===== src/rtl/param_seq_detector_pkg.sv =====
// Shared types and helpers for the programmable serial-pattern detector.
package param_seq_detector_pkg;

   localparam int unsigned MAX_PAT_W = 32;

   typedef enum logic {
      ST_UNLOADED = 1'b0,
      ST_HUNT     = 1'b1
   } state_t;

   // Low-ones mask of width MAX_PAT_W; callers truncate to their PAT_W.
   function automatic logic [MAX_PAT_W-1:0] mask(input int unsigned len);
      logic [MAX_PAT_W-1:0] m;
      m = '0;
      for (int unsigned i = 0; i < MAX_PAT_W; i++) begin
         if (i < len) m[i] = 1'b1;
      end
      return m;
   endfunction

endpackage


===== src/rtl/param_seq_detector_cnt.sv =====
// Saturating match counter with synchronous clear (clear beats increment).
module seq_match_cnt #(
   parameter int unsigned CNT_W = 8
) (
   input  logic             clk,
   input  logic             reset,
   input  logic             clr,
   input  logic             inc,
   output logic [CNT_W-1:0] cnt
);

   always_ff @(posedge clk) begin
      if (reset || clr) begin
         cnt <= '0;
      end else if (inc && (cnt != '1)) begin
         cnt <= cnt + CNT_W'(1);
      end
   end

endmodule


===== src/rtl/param_seq_detector.sv =====
// Mealy detector for a run-time programmable 1..PAT_W bit serial pattern,
// with overlap control, valid stall and saturating match count.
module param_seq_detector
   import param_seq_detector_pkg::*;
#(
   parameter int unsigned PAT_W = 8,
   parameter int unsigned LEN_W = 4,
   parameter int unsigned CNT_W = 8
) (
   input  logic             clk,
   input  logic             reset,
   input  logic             din,
   input  logic             din_valid,
   input  logic             load,
   input  logic [PAT_W-1:0] pat_in,
   input  logic [LEN_W-1:0] len_in,
   input  logic             overlap,
   input  logic             clr_cnt,
   output logic             y,
   output logic             y_q,
   output logic [CNT_W-1:0] match_cnt,
   output logic             armed,
   output logic             load_err
);

   state_t           state;
   state_t           state_next;
   logic [PAT_W-1:0] pat_r;
   logic [LEN_W-1:0] len_r;
   logic [PAT_W-2:0] hist;
   logic [LEN_W-1:0] fill;

   logic             legal;
   logic             load_ok;
   logic             fill_ok;
   logic             hit;
   logic [PAT_W-1:0] cand;
   logic [PAT_W-1:0] pat_mask;

   assign armed = (state == ST_HUNT);

   always_comb begin
      state_next = state;
      legal      = (len_in != '0) && (32'(len_in) <= PAT_W);
      load_ok    = load && legal;
      cand       = {hist, din};
      pat_mask   = PAT_W'(mask(32'(len_r)));
      fill_ok    = (32'(fill) + 32'd1) >= 32'(len_r);
      hit        = 1'b0;
      if (load_ok) state_next = ST_HUNT;
      case (state)
         ST_HUNT: hit = din_valid && !load && fill_ok &&
                        (((cand ^ pat_r) & pat_mask) == '0);
         default: hit = 1'b0;
      endcase
      // Reset suppresses the Mealy output in the very cycle it is asserted.
      y = hit && !reset;
   end

   always_ff @(posedge clk) begin
      if (reset) state <= ST_UNLOADED;
      else       state <= state_next;
   end

   always_ff @(posedge clk) begin
      if (reset) begin
         pat_r    <= '0;
         len_r    <= '0;
         hist     <= '0;
         fill     <= '0;
         y_q      <= 1'b0;
         load_err <= 1'b0;
      end else begin
         y_q      <= y;
         load_err <= load && !legal;
         if (load_ok) begin
            pat_r <= pat_in;
            len_r <= len_in;
            hist  <= '0;
            fill  <= '0;
         end else if (!load && (state == ST_HUNT) && din_valid) begin
            if (hit && !overlap) begin
               hist <= '0;
               fill <= '0;
            end else begin
               hist <= cand[PAT_W-2:0];
               if (32'(fill) < (PAT_W - 1)) fill <= fill + LEN_W'(1);
            end
         end
      end
   end

   seq_match_cnt #(.CNT_W(CNT_W)) u_cnt (
      .clk   (clk),
      .reset (reset),
      .clr   (clr_cnt),
      .inc   (y),
      .cnt   (match_cnt)
   );

endmodule


===== config.mk =====
export PLATFORM = sky130hd
export DESIGN_NAME = param_seq_detector
export DESIGN_NICKNAME = d
export VERILOG_FILES = /design/src/rtl/param_seq_detector_pkg.sv /design/src/rtl/param_seq_detector_cnt.sv /design/src/rtl/param_seq_detector.sv
export SDC_FILE = /design/constraint.sdc
export NUM_CORES = 1
export LEC_CHECK = 0
export ABC_AREA = 1
export CAP_MARGIN = 0
export CORE_AREA = 2 2 61 63
export DETAILED_ROUTE_END_ITERATION = 16
export DIE_AREA = 0 0 63 65
export PLACE_DENSITY = 0.82
export SYNTH_ARGS = -nofsm -noshare
export SYNTH_HDL_FRONTEND = slang
export SYNTH_HIERARCHICAL = 1
export SYNTH_SLANG_ARGS = --single-unit

===== constraint.sdc =====
create_clock -name clk -period 4.1 [get_ports clk]
set_input_delay 0.41 -clock clk [delete_from_list [all_inputs] [get_ports clk]]
set_output_delay 0.41 -clock clk [all_outputs]
set_load 0.005 [all_outputs]

### Yosys cells after proc, flatten, opt, wreduce, memory -nomap -nowiden

Index checks and enable logic that the tools add are counted.

* logic and storage cells: 58
* input port bits: 19
* output and inout bits: 12
* register bits: 34

* reductions and logical operators: 21
* order comparisons: 11
* bitwise operators: 2
* multiplexer cells: 12
* add/subtract/negate cells: 3
* eq/ne operators: 1

Operators by type and width (number)
* < comparator 3 x 4 -> 1 bit, first input constant: 4
* logical AND 1 bit: 11
* 2-to-1 mux 1 bit: 9
* adder 8 x 1 -> 8 bit, second input constant: 1
* AND 8 bit: 1
* zero test 8 bit: 1
* < comparator 1 x 4 -> 1 bit, first input constant: 2
* < comparator 2 x 4 -> 1 bit, first input constant: 2
* 2-to-1 mux 4 bit: 2
* inequality test 8 bit, second input constant: 1
* bitwise XOR 8 bit: 1
* 2-to-1 mux 7 bit: 1
* adder 4 x 1 -> 5 bit, second input constant: 1
* >= comparator 5 x 4 -> 1 bit: 1
* adder 4 x 1 -> 4 bit, second input constant: 1
* <= comparator 4 bit, second input constant: 1
* zero test 1 bit: 4
* < comparator 4 x 3 -> 1 bit, second input constant: 1
* nonzero test 4 bit: 1
* AND reduction 2 bit: 1
* nonzero test 2 bit: 1
* OR reduction 2 bit: 1
* logical OR 1 bit: 1

### Longest topological paths before layout

* depth in word-level cells: 9
* depth in mapped cells: 18
* mapped depth without buffers: 18

### Hierarchy

Netlist, hierarchy kept.

Modules (own cells, without submodules)
* param_seq_detector: cells each 205, instances 1, area each 1405.1 sq um, sequential area each 520.5 sq um
* seq_match_cnt: cells each 67, instances 1, area each 447.9 sq um, sequential area each 160.2 sq um

### Least setup slack after synthesis

No wires, ideal clock.

* path type: register to register
* start point: register fill[0]
* end point: register u_cnt.cnt[4]
* cell stages (with the launch flop): 15
* arrival: 2153 ps
* setup slack: 1832 ps
* required time: 3985 ps
* period minus slack after synthesis: 2268 ps
* library setup time: 115 ps
* buffers on the path: 0
* cells stage by stage: dfxtp_1 > ha_1 > xor2_1 > ha_1 > nand2_1 > inv_1 > a21oi_1 > nor2_4 > nand2_1 > nor2_1 > nand2_1 > nor3_1 > nand3_1 > nand2_1 > nor2_1

* cells in the longest elaborated chain, start to end: 7

RTL lines
* start, declared: line param_seq_detector.sv:31 `logic [LEN_W-1:0] fill;`
* start signal, assigned: line param_seq_detector.sv:87 `if (32'(fill) < (PAT_W - 1)) fill <= fill + LEN_W'(1);`
* adder 4 x 1 -> 5 bit: line param_seq_detector.sv:48 `fill_ok = (32'(fill) + 32'd1) >= 32'(len_r);`
* >= comparator 5 x 4 -> 1 bit: line param_seq_detector.sv:48
* logical AND 1 bit (2 in a row): line param_seq_detector.sv:52 `ST_HUNT: hit = din_valid && !load && fill_ok &&`
* 2-to-1 mux 1 bit: line param_seq_detector.sv:51 `case (state)`
* logical AND 1 bit: line param_seq_detector.sv:57 `y = hit && !reset;`
* named net y: line param_seq_detector.sv:19 `output logic y,`
* logical AND 1 bit: line param_seq_detector_cnt.sv:15 `end else if (inc && (cnt != '1)) begin`
* end signal, assigned: line param_seq_detector_cnt.sv:16 `cnt <= cnt + CNT_W'(1);`
* end, declared: line param_seq_detector_cnt.sv:9 `output logic [CNT_W-1:0] cnt`

The timed path passes the listed nets, and every way through them passes these cells.
A chain may end at the register's enable or synchronous reset.

### Final worst setup path

* start point: register fill[0]
* end point: output y

* cells in the longest elaborated chain, start to end: 6

RTL lines (line)
* adder 4 x 1 -> 5 bit: param_seq_detector.sv:48
* >= comparator 5 x 4 -> 1 bit: param_seq_detector.sv:48
* logical AND 1 bit (2 in a row): param_seq_detector.sv:52
* 2-to-1 mux 1 bit: param_seq_detector.sv:51
* logical AND 1 bit: param_seq_detector.sv:57
* end, declared: param_seq_detector.sv:19

No other way between the ends.

==> results by group <==
Run
  • Max_cap viols: 0

Route
  • DRC Markers: 0
  • Drt first pass iters: 4
  • Vias per cell: approximately 5
  • Post-Route WL: approximately 3800 um
  • Vias: between 1,500 and 2,000
  • Initial DRC count: 63
  • Drt wl/cell: roughly 11 um
  • Routed Antenna Nets: 0

Placed design
  • DP HPWL: 2887 um
  • Post-DP Area: 2168 um^2
  • Routability-driven placement congestion ratio: 0.7855
  • Worst slack, placed: approximately 950 ps
  • Port Buffers: 30
  • Dpl cells: 343

Clock tree
  • CTS max path bufs: 2
  • Cts bufs inserted: 5
  • Hold-fix buffers, CTS: 0
  • Setup Fix Bufs, Post-CTS: 0
  • Clock-pin slew on the worst setup and hold paths: roughly 90 ps
  • CTS root buf: clkbuf_4
  • CTS tree: done
  • Clk Latency, worst-skew pair: ~330 ps
  • Post_cts resized: 0
  • CTS sink cnt: 34
  • H-tree levels: 2

GRT
  • Initial antenna violation count: 0
  • First-pass GRT wire length: between 6000 and 7000 um
  • Gr usage total: around a fifth
  • Largest net degree at the start of global routing: 24
  • Grt total ovfl: 0
  • Vias in the first global route: roughly 1,600

Worst setup path
  • Slowest stage cell, crit path: clkdlybuf4s50_1
  • CP top delay family: simple AND/OR/NAND/NOR gates
  • Crit Path Category: reg -> out
  • Worst path bufs/invs: 2
  • Worst setup SP type: register
  • Crit path max fanout: 7
  • Crit path largest cell delay: 590 ps
  • Req. time, crit path: 3690 ps
  • Crit path cell chain: ha_1, xor2_1, ha_1, nand2_1, inv_1, a21oi_1, nor2_4, nand2_1, nor2_1, clkdlybuf4s50_1
  • Worst endpoint data arrival time: 2780 ps
  • Setup crit end kind: primary output

Layout
  • Layout area overhead: 20.26%
  • Final core occ: 63.74%
  • Finished Cell Area: 2228 um^2
  • ANT cells: 0
  • Fin cells: about 350
  • Final net count: around 330
  • Layout cells sized above 1: under 10%
  • Most common cell after layout, fill and taps aside: nand2_1
  • Commonest cells after routing, fill and taps aside: nand2_1, dfxtp_1, inv_1, a21oi_1, clkdlybuf4s50_1

Yosys
  • EDFF count, synth: 0
  • Avg Synthesized Cell Area: a little under 7 um^2
  • Asr flop ratio synth: 0%
  • Synth Flop Type: dfxtp_1
  • Synthesized area: roughly 1900 um^2
  • YS warnings: 6
  • Number of synthesized register bits: 34
  • Seq/Total Area, Yosys: between 30% and 40%
  • Cells after Synth: 272
  • Synth cell types: 31
  • Post-Syn Nets: just under 300

Power and ir drop
  • Static leakage: 0.9521 nW
  • Tot Pwr: 638.9 uW
  • Worst IR Drop VDD: ~0.00024 V
  • Pwr Density: around 290 nW/um^2

Timing
  • Setup TNS Final: 0 ps
  • Hold_ws: roughly 470 ps
  • Maximum clock rate: about 0.31 GHz
  • Slew Limit Fails: 0
  • Final min period: 3192 ps
  • Tcrit/Tclk final: between 70 and 80%
  • Final hold violation count: 0
  • Slew HR: between 60% and 70%
  • Final setup vio count: 0
  • Worst-margin pin slew: 473.7 ps
  • Clock Skews: between 10 and 15 ps
  • RSZ-0062 raised after global routing: false
  • Worst Slack Setup Final: about 900 ps

Floorplanning
  • Std cell rows: 22
  • Die Ht: approximately 65 um
  • Top Ports: 31
  • Die width: around 63 um
  • Core area: 3496 um^2
  • Full die area: about 4100 um^2
  • Initial Util: a little over half

Outcome
  • Status: finished, final reports clean

Hold path
  • HP Class: reg -> reg
-- cells in the mapped netlist (2+ instances only) --
cell type / number / area share (%)
nor2_1: 21 / 4.3
inv_2: 6 / 1.2
ha_1: 6 / 4.1
nor2_2: 2 / 0.68
xor2_1: 3 / 1.4
buf_6: 2 / 1.2
o21ai_1: 5 / 1.4
inv_1: 30 / 6.1
nor2_4: 3 / 1.8
buf_2: 3 / 0.81
nand2_1: 78 / 16
nand2_2: 5 / 1.7
nand3_2: 2 / 1.1
o21ai_0: 14 / 3.8
nand3_1: 14 / 3.8
dfxtp_1: 34 / 37
a21oi_1: 30 / 8.1
-- where the power goes --
| part | switching, mW | internal (mW) | total (mW) | leakage [nW] |
|---|---|---|---|---|
| registers | 0.00957 | 0.343 | 0.352 | 0.277 |
| clock network | 0.109 | 0.0831 | 0.192 | 0.0353 |
| logic | 0.0522 | 0.0424 | 0.0946 | 0.640 |
-- sequential cells by signal, indices dropped and copies added, names as in the netlist --
signal and cells:
u_cnt/cnt 8, y_q 1, hist 7, armed 1, load_err 1, fill 4
len_r 4, pat_r 8
-- per-layer routing --
layer / global-route usage (%) / up-vias / share of wire (%)
met3: 5.382 / 2 / 5.1
met2: 32.71 / 37 / 45
met1: 27.05 / 786 / 49
li1: - / 917 / -
met5: 0 / - / 0
met4: 6.944 / 0 / 0.50
-- cells by family after synthesis --
family,Yosys count,share of synthesized area (%)
XOR/XNOR,4,1.891
adder cells (fa/ha/maj),6,4.051
AO/OA/AOI/OAI,51,13.91
buffers and inverters,45,10.19
AND/OR/NAND/NOR,132,33.22
flip-flops,34,36.73
-- worst register-to-register path: cells and delay by family, from the launching register on --
| family | cells | cell delay [ps] |
|---|---|---|
| adders and majority gates | 2 | 540 |
| buffers and inverters | 1 | 40 |
| xor gates and xnor gates | 1 | 170 |
| and+or+nand+nor | 9 | 1210 |
| AOI/OAI and AO/OA | 1 | 110 |
| DFF | 1 | 370 |
-- worst paths after layout --
check / slack (ps) / endpoint / startpoint / cells after the start
hold reg to reg: 470 / pat_r[1] / pat_r[1] / 2
hold / removal: 470 / pat_r[1] / pat_r[1] / 2
setup / recovery: 910 / y / fill[0] / 10
setup reg to reg: 1570 / u_cnt/cnt[4] / fill[0] / 14
-- cell type report --
cell class,instances,area [um^2]
Multi-Input combinational cell,193,983.4
Clock inverter,1,5.005
Inverter,38,143.9
Sequential cell,34,680.7
Timing Repair Buffer,30,300.3
Tap cell,48,60.06
Clock buffer,7,55.05
Fill cell,329,1267
No activity file was read; power rests on OpenSTA's default activity.
